===== config.mk =====
export PLATFORM = sky130hd
export DESIGN_NAME = round_robin_address_encoder
export DESIGN_NICKNAME = d
export VERILOG_FILES = /design/src/rtl/round_robin_address_encoder.sv
export SDC_FILE = /design/constraint.sdc
export NUM_CORES = 1
export LEC_CHECK = 0
export BUFFER_PORTS_ARGS = -buffer_cell sky130_fd_sc_hd__buf_2
export CAP_MARGIN = 40
export CORE_MARGIN = 2
export CORE_UTILIZATION = 64
export CTS_CLUSTER_SIZE = 12
export DETAILED_ROUTE_END_ITERATION = 12
export PLACE_DENSITY = 0.85
export SYNTH_ARGS = -nofsm -noshare
export SYNTH_HDL_FRONTEND = slang
export SYNTH_SLANG_ARGS = --single-unit

===== constraint.sdc =====
create_clock -name clk -period 4.2 [get_ports clk]
set_input_delay 0.21 -clock clk [delete_from_list [all_inputs] [get_ports clk]]
set_output_delay 0.21 -clock clk [all_outputs]
set_load 0.05 [all_outputs]

===== src/rtl/round_robin_address_encoder.sv =====
// Round-robin request encoder that drives the 3-to-8 address decoder.
// Eight request lines are arbitrated round-robin. The winner's index is
// presented on adr0/adr1/adr2 (MSB..LSB) with a select strobe. The grant is
// held until ack arrives, or until the watchdog expires.
//
// state | meaning
// IDLE  | select low, adr holds last value, arbitrating pending requests
// GRANT | select high, adr frozen, waiting for ack or watchdog expiry
module round_robin_address_encoder #(
  parameter int N_REQ   = 8,
  parameter int TIMEOUT = 16
) (
  input  logic       clk,
  input  logic       rst_n,
  input  logic [7:0] req_x,
  input  logic       ack,
  output logic       adr0,
  output logic       adr1,
  output logic       adr2,
  output logic       select,
  output logic       timeout
);

  typedef enum logic {IDLE = 1'b0, GRANT = 1'b1} state_t;

  // Watchdog fires on the last cycle of a TIMEOUT-long grant window.
  localparam logic [7:0] CNT_LAST = 8'(TIMEOUT - 1);

  state_t     state_q, state_d;
  logic [2:0] ptr_q, ptr_d;
  logic [2:0] idx_q, idx_d;
  logic [7:0] cnt_q, cnt_d;
  logic       select_q, select_d;
  logic       timeout_q, timeout_d;

  logic       found;
  logic [2:0] pick;
  logic [2:0] cand;

  // Search ptr+1, ptr+2, ... wrapping; the just-served index comes last.
  always_comb begin
    found = 1'b0;
    pick  = ptr_q;
    cand  = ptr_q;
    for (int k = 1; k <= N_REQ; k++) begin
      cand = ptr_q + 3'(k);
      if (!found && req_x[cand]) begin
        found = 1'b1;
        pick  = cand;
      end
    end
  end

  // Next-state and registered-output logic.
  always_comb begin
    state_d   = state_q;
    ptr_d     = ptr_q;
    idx_d     = idx_q;
    cnt_d     = cnt_q;
    select_d  = select_q;
    timeout_d = 1'b0;
    unique case (state_q)
      IDLE: begin
        if (found) begin
          state_d  = GRANT;
          idx_d    = pick;
          select_d = 1'b1;
          cnt_d    = 8'd0;
        end
      end
      GRANT: begin
        if (ack) begin
          state_d  = IDLE;
          select_d = 1'b0;
          ptr_d    = idx_q;
        end else if (cnt_q == CNT_LAST) begin
          state_d   = IDLE;
          select_d  = 1'b0;
          timeout_d = 1'b1;
          ptr_d     = idx_q;
        end else begin
          cnt_d = cnt_q + 8'd1;
        end
      end
      default: begin
        state_d  = IDLE;
        select_d = 1'b0;
      end
    endcase
  end

  // State and output registers; reset clears select at once, without a clock.
  always_ff @(posedge clk or negedge rst_n) begin
    if (!rst_n) begin
      state_q   <= IDLE;
      ptr_q     <= 3'd7;
      idx_q     <= 3'd0;
      cnt_q     <= 8'd0;
      select_q  <= 1'b0;
      timeout_q <= 1'b0;
    end else begin
      state_q   <= state_d;
      ptr_q     <= ptr_d;
      idx_q     <= idx_d;
      cnt_q     <= cnt_d;
      select_q  <= select_d;
      timeout_q <= timeout_d;
    end
  end

  assign adr0    = idx_q[2];
  assign adr1    = idx_q[1];
  assign adr2    = idx_q[0];
  assign select  = select_q;
  assign timeout = timeout_q;

endmodule


==> results.toml, run 1 <==
[outcome]
status = "finished, final reports clean"

[cts]
clock_path_buffers = 2
insertion_delay_ns = 0.28
clk_root_buffer_cell = "clkbuf_4"
post_cts_resized = 0
clk_pin_slew_worst_paths_ns = 0.09
cts_sinks = 17
ctsHoldBuffers = 1
cts_buffers = 3
postCtsSetupBuffers = 0
htreeDepth = 1
tritoncts = "built"

[finish]
final_cell_count_no_fill = 215
nNetsFinal = 199
fillers = 216
layout-drive-gt1-share_pct = 27.7
antennaDiodeCount = 0
syn_to_final_growth_pct = 5.02

[place]
port_buffers = 15
dp_hpwl_mm = 3.06
dp.cells = 210
place_congestion = 0.944

[yosys]
avgSynthCellArea_um2 = 10.5
syn-num-nets = 185
synth-async-reset-ratio_pct = 100
synth_common_cells = "21 x nor2_1, 16 x nand3_1, 14 x dfrtp_1, 12 x mux4_2, 9 x mux2i_1"
synth-seq-cells = 17
synth-seq-area-share_pct = 23.9
synth_area_um2 = 1790
yosysWarnings = 0
synth.area.top_cells = "dfrtp_1 20%, mux4_2 15%, mux2i_1 5.0%"
synth_cell_types = 53
synth_edf_count = 0
yosys.area.top_type_share_pct = 19.5
synth_ff_type = "dfrtp_1"
synth.most_common_cell = "nor2_1"
synth_area_leader_cell = "dfrtp_1"
netlist_instances = 171

[critical_path]
reg2reg_depth = 8
critical_path_class = "reg2reg"
cp_cell_sequence = "inv_1, ha_1, mux4_2, mux2i_1, inv_1, a22oi_1, nor4bb_1, o31ai_2"
crit_start = "ptr_q[0]"
rrSetupSlack_ns = 0.93
critPathBufInv = 2
r2r-start = "ptr_q[0]"
crit_path_frequent_cell = "inv_1"
critPathMaxFanout = 17
cp_slowest_cell = "ha_1"
cpPeakStageDelay_ns = 0.77
worst-path-stages = 8
required_ns = 4.36
critPathTopFamily = "multiplexers"
r2r_end = "idx_q[1]"
cp-endpoint = "idx_q[1]"
start_kind = "register"
cp-end-kind = "register"
crit_arrival_ns = 3.43

[floorplan]
core_um2 = 2710
die_area_um2 = 3240
pin_count = 16
die_width_um = 56.9
rows = 19
start_util_pct = 66.2
die_h_um = 56.9

[grt]
grt_pass1_vias = 1460
antenna_found_initial = 0
grt_overflow = 0
grt.total_usage_pct = 27.2
grt_pass1_wl_mm = 6.94
grt_max_degree = 20

[route]
wl_per_cell_um = 18.8
vias_per_cell = 7.10
vias = 1526
routed_wl_mm = 4.04
antenna_left = 0
drt_iter0_markers = 107
drt_first_pass_iters = 4
route.detailed.drc = 0

[timing]
tightest_slew_ns = 0.661
fin_crit_ns = 3.27
hold_viol = 0
period_share_pct = 77.9
hold_ws_ns = 0.0879
setup_viol = 0
slew-limit-headroom_pct = 55.9
slew_viol_final = 0
max_freq_mhz = 306
rsz0062_at_grt = "false"
setup_tns_ns = 0
fin_skew_ns = 0.00559

[job]
cap_violations = 0

[hold_path]
hold_class = "in2reg"
-- how the worst min path moves through the flow --
stage | from | end | cells after the start
detailed placement | rst_n | idx_q[2] | 1
global placement | rst_n | idx_q[2] | 1
finish | ack | timeout | 2
floorplan | rst_n | cnt_q[0] | 0
CTS | ack | timeout | 2
global route | ack | timeout | 2
-- through the flow --
step                instance area, µm²  worst slack, ns  utilization, %
floorplan                         1790             1.43               -
detailed placement                1850             1.08            68.1
global route                      1880            0.854            69.5
CTS                               1880            0.997            69.5
finish                            1880            0.930            69.5
global placement                  1850             1.19            68.1
-- final cells by class --
| class | instances | area (µm²) | share of cell area (%) |
|---|---|---|---|
| flip-flops and latches | 17 | 429 | 22.8 |
| clock buffers | 4 | 26.3 | 1.40 |
| inverters | 7 | 26.3 | 1.40 |
| repair buffers | 18 | 100 | 5.32 |
| multi-input cells | 138 | 1260 | 67.0 |
| well taps | 31 | 38.8 | 2.06 |
-- registers in the layout (all words and copies together) (netlist names) --
register	flops
cnt_q	8
select	1
idx_q	3
ptr_q	3
timeout	1
state_q	1
-- metal layers --
layer | share of wire, % | vias up | wire [µm] | track usage (%)
li1 | - | 682 | - | -
met1 | 39 | 739 | 1570 | 38.4
met2 | 51 | 93 | 2050 | 44.3
met3 | 8.6 | 12 | 346 | 4.99
met4 | 1.7 | 0 | 68 | 5.98
met5 | 0 | - | 0 | 0
-- logic make-up (layout without fill, tap and decap cells) --
family / after synthesis / in the layout / synth area share [%]
and+or+nand+nor: 62 / 62 / 18.4
AOI/OAI and AO/OA: 34 / 34 / 15.6
muxes: 29 / 29 / 28.3
DFF: 17 / 17 / 23.9
buffers and inverters: 16 / 29 / 5.65
xor gates and xnor gates: 10 / 10 / 6.14
adders and majority gates: 3 / 3 / 2.09
-- placed cells by master, fill, tap and decap left out, types with 2 or more instances in the layout --
| cell type | netlist | routed |
|---|---|---|
| a32oi_1 | 2 | 2 |
| and3_1 | 2 | 2 |
| dfstp_2 | 3 | 3 |
| mux2i_4 | 2 | 2 |
| xor2_2 | 3 | 3 |
| ha_1 | 3 | 3 |
| nor2_1 | 21 | 21 |
| mux4_2 | 12 | 12 |
| mux2i_1 | 9 | 9 |
| nand4_1 | 2 | 2 |
| o31ai_2 | 2 | 2 |
| a22oi_1 | 4 | 4 |
| buf_2 | 1 | 15 |
| dfrtp_1 | 14 | 14 |
| a22o_1 | 2 | 2 |
| nand3_1 | 16 | 16 |
| o21a_1 | 3 | 3 |
| a211o_1 | 2 | 2 |
| a31oi_1 | 3 | 3 |
| mux4_1 | 2 | 2 |
| nor4_1 | 2 | 2 |
| nand2_1 | 7 | 7 |
| clkbuf_4 | 0 | 3 |
| mux2_2 | 3 | 3 |
| nor3_1 | 2 | 2 |
| nand2b_1 | 4 | 4 |
| a21oi_1 | 3 | 3 |
| inv_1 | 7 | 7 |
| buf_4 | 0 | 2 |
| xnor2_1 | 5 | 5 |
| xor2_1 | 2 | 2 |
Power of run 1 is left out: the tool's default activity adds up to more than one toggle a clock period on the data nets, which glitch-free logic cannot reach.
==> run 2: changes to the inputs <==
--- a/config.mk
+++ b/config.mk
@@ -5,13 +5,14 @@
 export SDC_FILE = /design/constraint.sdc
 export NUM_CORES = 1
 export LEC_CHECK = 0
+export ABC_AREA = 1
 export BUFFER_PORTS_ARGS = -buffer_cell sky130_fd_sc_hd__buf_2
 export CAP_MARGIN = 40
 export CORE_MARGIN = 2
-export CORE_UTILIZATION = 64
+export CORE_UTILIZATION = 59
 export CTS_CLUSTER_SIZE = 12
 export DETAILED_ROUTE_END_ITERATION = 12
-export PLACE_DENSITY = 0.85
+export PLACE_DENSITY = 0.8
 export SYNTH_ARGS = -nofsm -noshare
 export SYNTH_HDL_FRONTEND = slang
 export SYNTH_SLANG_ARGS = --single-unit
==> constraint.sdc (replaced) <==
create_clock -name clk -period 3.3 [get_ports clk]
set_input_delay 0.165 -clock clk [delete_from_list [all_inputs] [get_ports clk]]
set_output_delay 0.165 -clock clk [all_outputs]
set_load 0.05 [all_outputs]
==> results.toml, run 2 <==
[outcome]
status = "finished, final reports clean"

[yosys]
synth_area_leader_cell = "dfrtp_1"
synth_ff_type = "dfrtp_1"
yosysWarnings = 0
synth-seq-cells = 17
syn-num-nets = 252
avgSynthCellArea_um2 = 6.88
synth-async-reset-ratio_pct = 100
synth-seq-area-share_pct = 26.2
synth_area_um2 = 1640
synth_common_cells = "75 x nand2_1, 35 x nand3_1, 20 x nor2_1, 19 x inv_1, 14 x dfrtp_1"
synth_edf_count = 0
synth.area.top_cells = "dfrtp_1 21%, nand2_1 17%, nand3_1 11%"
yosys.area.top_type_share_pct = 21.4
synth.most_common_cell = "nand2_1"
synth_cell_types = 32
netlist_instances = 238

[floorplan]
pin_count = 16
rows = 19
die_width_um = 56.7
die_h_um = 56.7
start_util_pct = 60.9
die_area_um2 = 3210
core_um2 = 2690

[critical_path]
critical_path_class = "reg2reg"
r2r_end = "cnt_q[6]"
cp-end-kind = "register"
crit_arrival_ns = 2.98
rrSetupSlack_ns = 0.52
required_ns = 3.50
r2r-start = "ptr_q[0]"
reg2reg_depth = 14
start_kind = "register"
critPathMaxFanout = 12
crit_start = "ptr_q[0]"

[place]
dp_hpwl_mm = 2.92
port_buffers = 15
place_congestion = 0.917

[timing]
slew_viol_final = 0
fin_crit_ns = 2.78
max_freq_mhz = 360
setup_tns_ns = 0
fin_skew_ns = 0.0144
hold_viol = 0
slew-limit-headroom_pct = 71.0
period_share_pct = 84.1
tightest_slew_ns = 0.433
rsz0062_at_grt = "false"
setup_viol = 0
hold_ws_ns = 0.0303

[grt]
met2_usage_pct = 35.9
busiest_layer = "met1"
use_met1_pct = 39.1
met3_usage_pct = 2.76
grt_overflow = 0
grt_pass1_vias = 1371
grt_max_degree = 18
grt.total_usage_pct = 24.8
antenna_found_initial = 0
grt_pass1_wl_mm = 6.22

[route]
drt_first_pass_iters = 4
drt_iter0_markers = 62
routed_wl_mm = 3.59
antenna_left = 0
vias_per_cell = 5.44
wl_per_cell_um = 12.6
route.detailed.drc = 0
vias = 1550

[finish]
fillers = 269
antennaDiodeCount = 0
largest_register_ff_count = 8
mostFrequentLayoutCells = "75 x nand2_1, 35 x nand3_1, 20 x nor2_1"
regMostFlops = "cnt_q"
syn_to_final_growth_pct = 6.88
layout-drive-gt1-share_pct = 22.8
layout_commonest_cell = "nand2_1"
nNetsFinal = 269
top_regs = "cnt_q: 8 flops, idx_q: 3 flops, ptr_q: 3 flops"

[cts]
cts_sinks = 17
insertion_delay_ns = 0.29
cts_buffers = 3
clk_pin_slew_worst_paths_ns = 0.11
htreeDepth = 1
clk_root_buffer_cell = "clkbuf_4"
post_cts_resized = 0
clock_path_buffers = 2
tritoncts = "built"

[hold_path]
min_to = "timeout"
hold_class = "in2reg"
hold_start = "ack"
hold_depth = 2

[job]
cap_violations = 0
-- run 2: worst max-delay path, cell delays in order (launching register included) --
cell and delay, ns:
dfstp_2 0.67, inv_2 0.18, ha_1 0.44, inv_2 0.15, nand3_2 0.10, nand3_1 0.15
nand2_1 0.15, inv_2 0.11, nand4_4 0.12, nor2_4 0.15, nand3b_4 0.09, nand2_4 0.14
nand2_8 0.11, nand2_2 0.09, o21ai_2 0.05
-- run 2: worst max-delay path by stage --
stage,slack [ns],endpoint,cells past startpoint
floorplan,0.87,select,15
global route,0.32,select,14
detailed placement,0.54,cnt_q[6],14
finish,0.52,cnt_q[6],14
global placement,0.58,select,14
CTS,0.54,cnt_q[6],14
-- run 2: kinds of logic after synthesis --
logic type,Yosys count,synth area share [%]
and+or+nand+nor,164,52.1
buffers and inverters,30,8.49
DFF,17,26.2
AOI/OAI and AO/OA,14,5.12
xor gates and xnor gates,10,5.81
adders and majority gates,3,2.29
-- run 2: metrics by stage --
stage                     area, µm²  util (%)  cells  setup slack [ns]
after floorplan                1640         -    238             0.867
after global placement         1710      63.7    280             0.583
after detailed placement       1710      63.7    280             0.538
after CTS                      1750      65.1    285             0.537
after global routing           1750      65.1    285             0.324
final                          1750      65.1    285             0.523
-- run 2: final cells by class --
cell class	instances	area, µm²	area share (%)
Clock buffer	3	22.5	1.29
Clock inverter	1	5.00	0.286
Inverter	26	100	5.72
Multi-Input combinational cell	191	1070	61.1
Sequential cell	17	429	24.5
Tap cell	31	38.8	2.22
Timing Repair Buffer	16	85.1	4.86
-- run 2: timing repair --
item                      CTS  global route
hold buffers                1             0
hold endpoints to repair   14             0
buffers inserted            0             0
-- run 2: per-layer routing --
layer | part of all wire, % | wire length (µm)
met5 | 0 | 0
met1 | 52 | 1880
met3 | 4.7 | 168
met2 | 42 | 1500
met4 | 1.0 | 36
Power of run 2 is left out for the same reason.
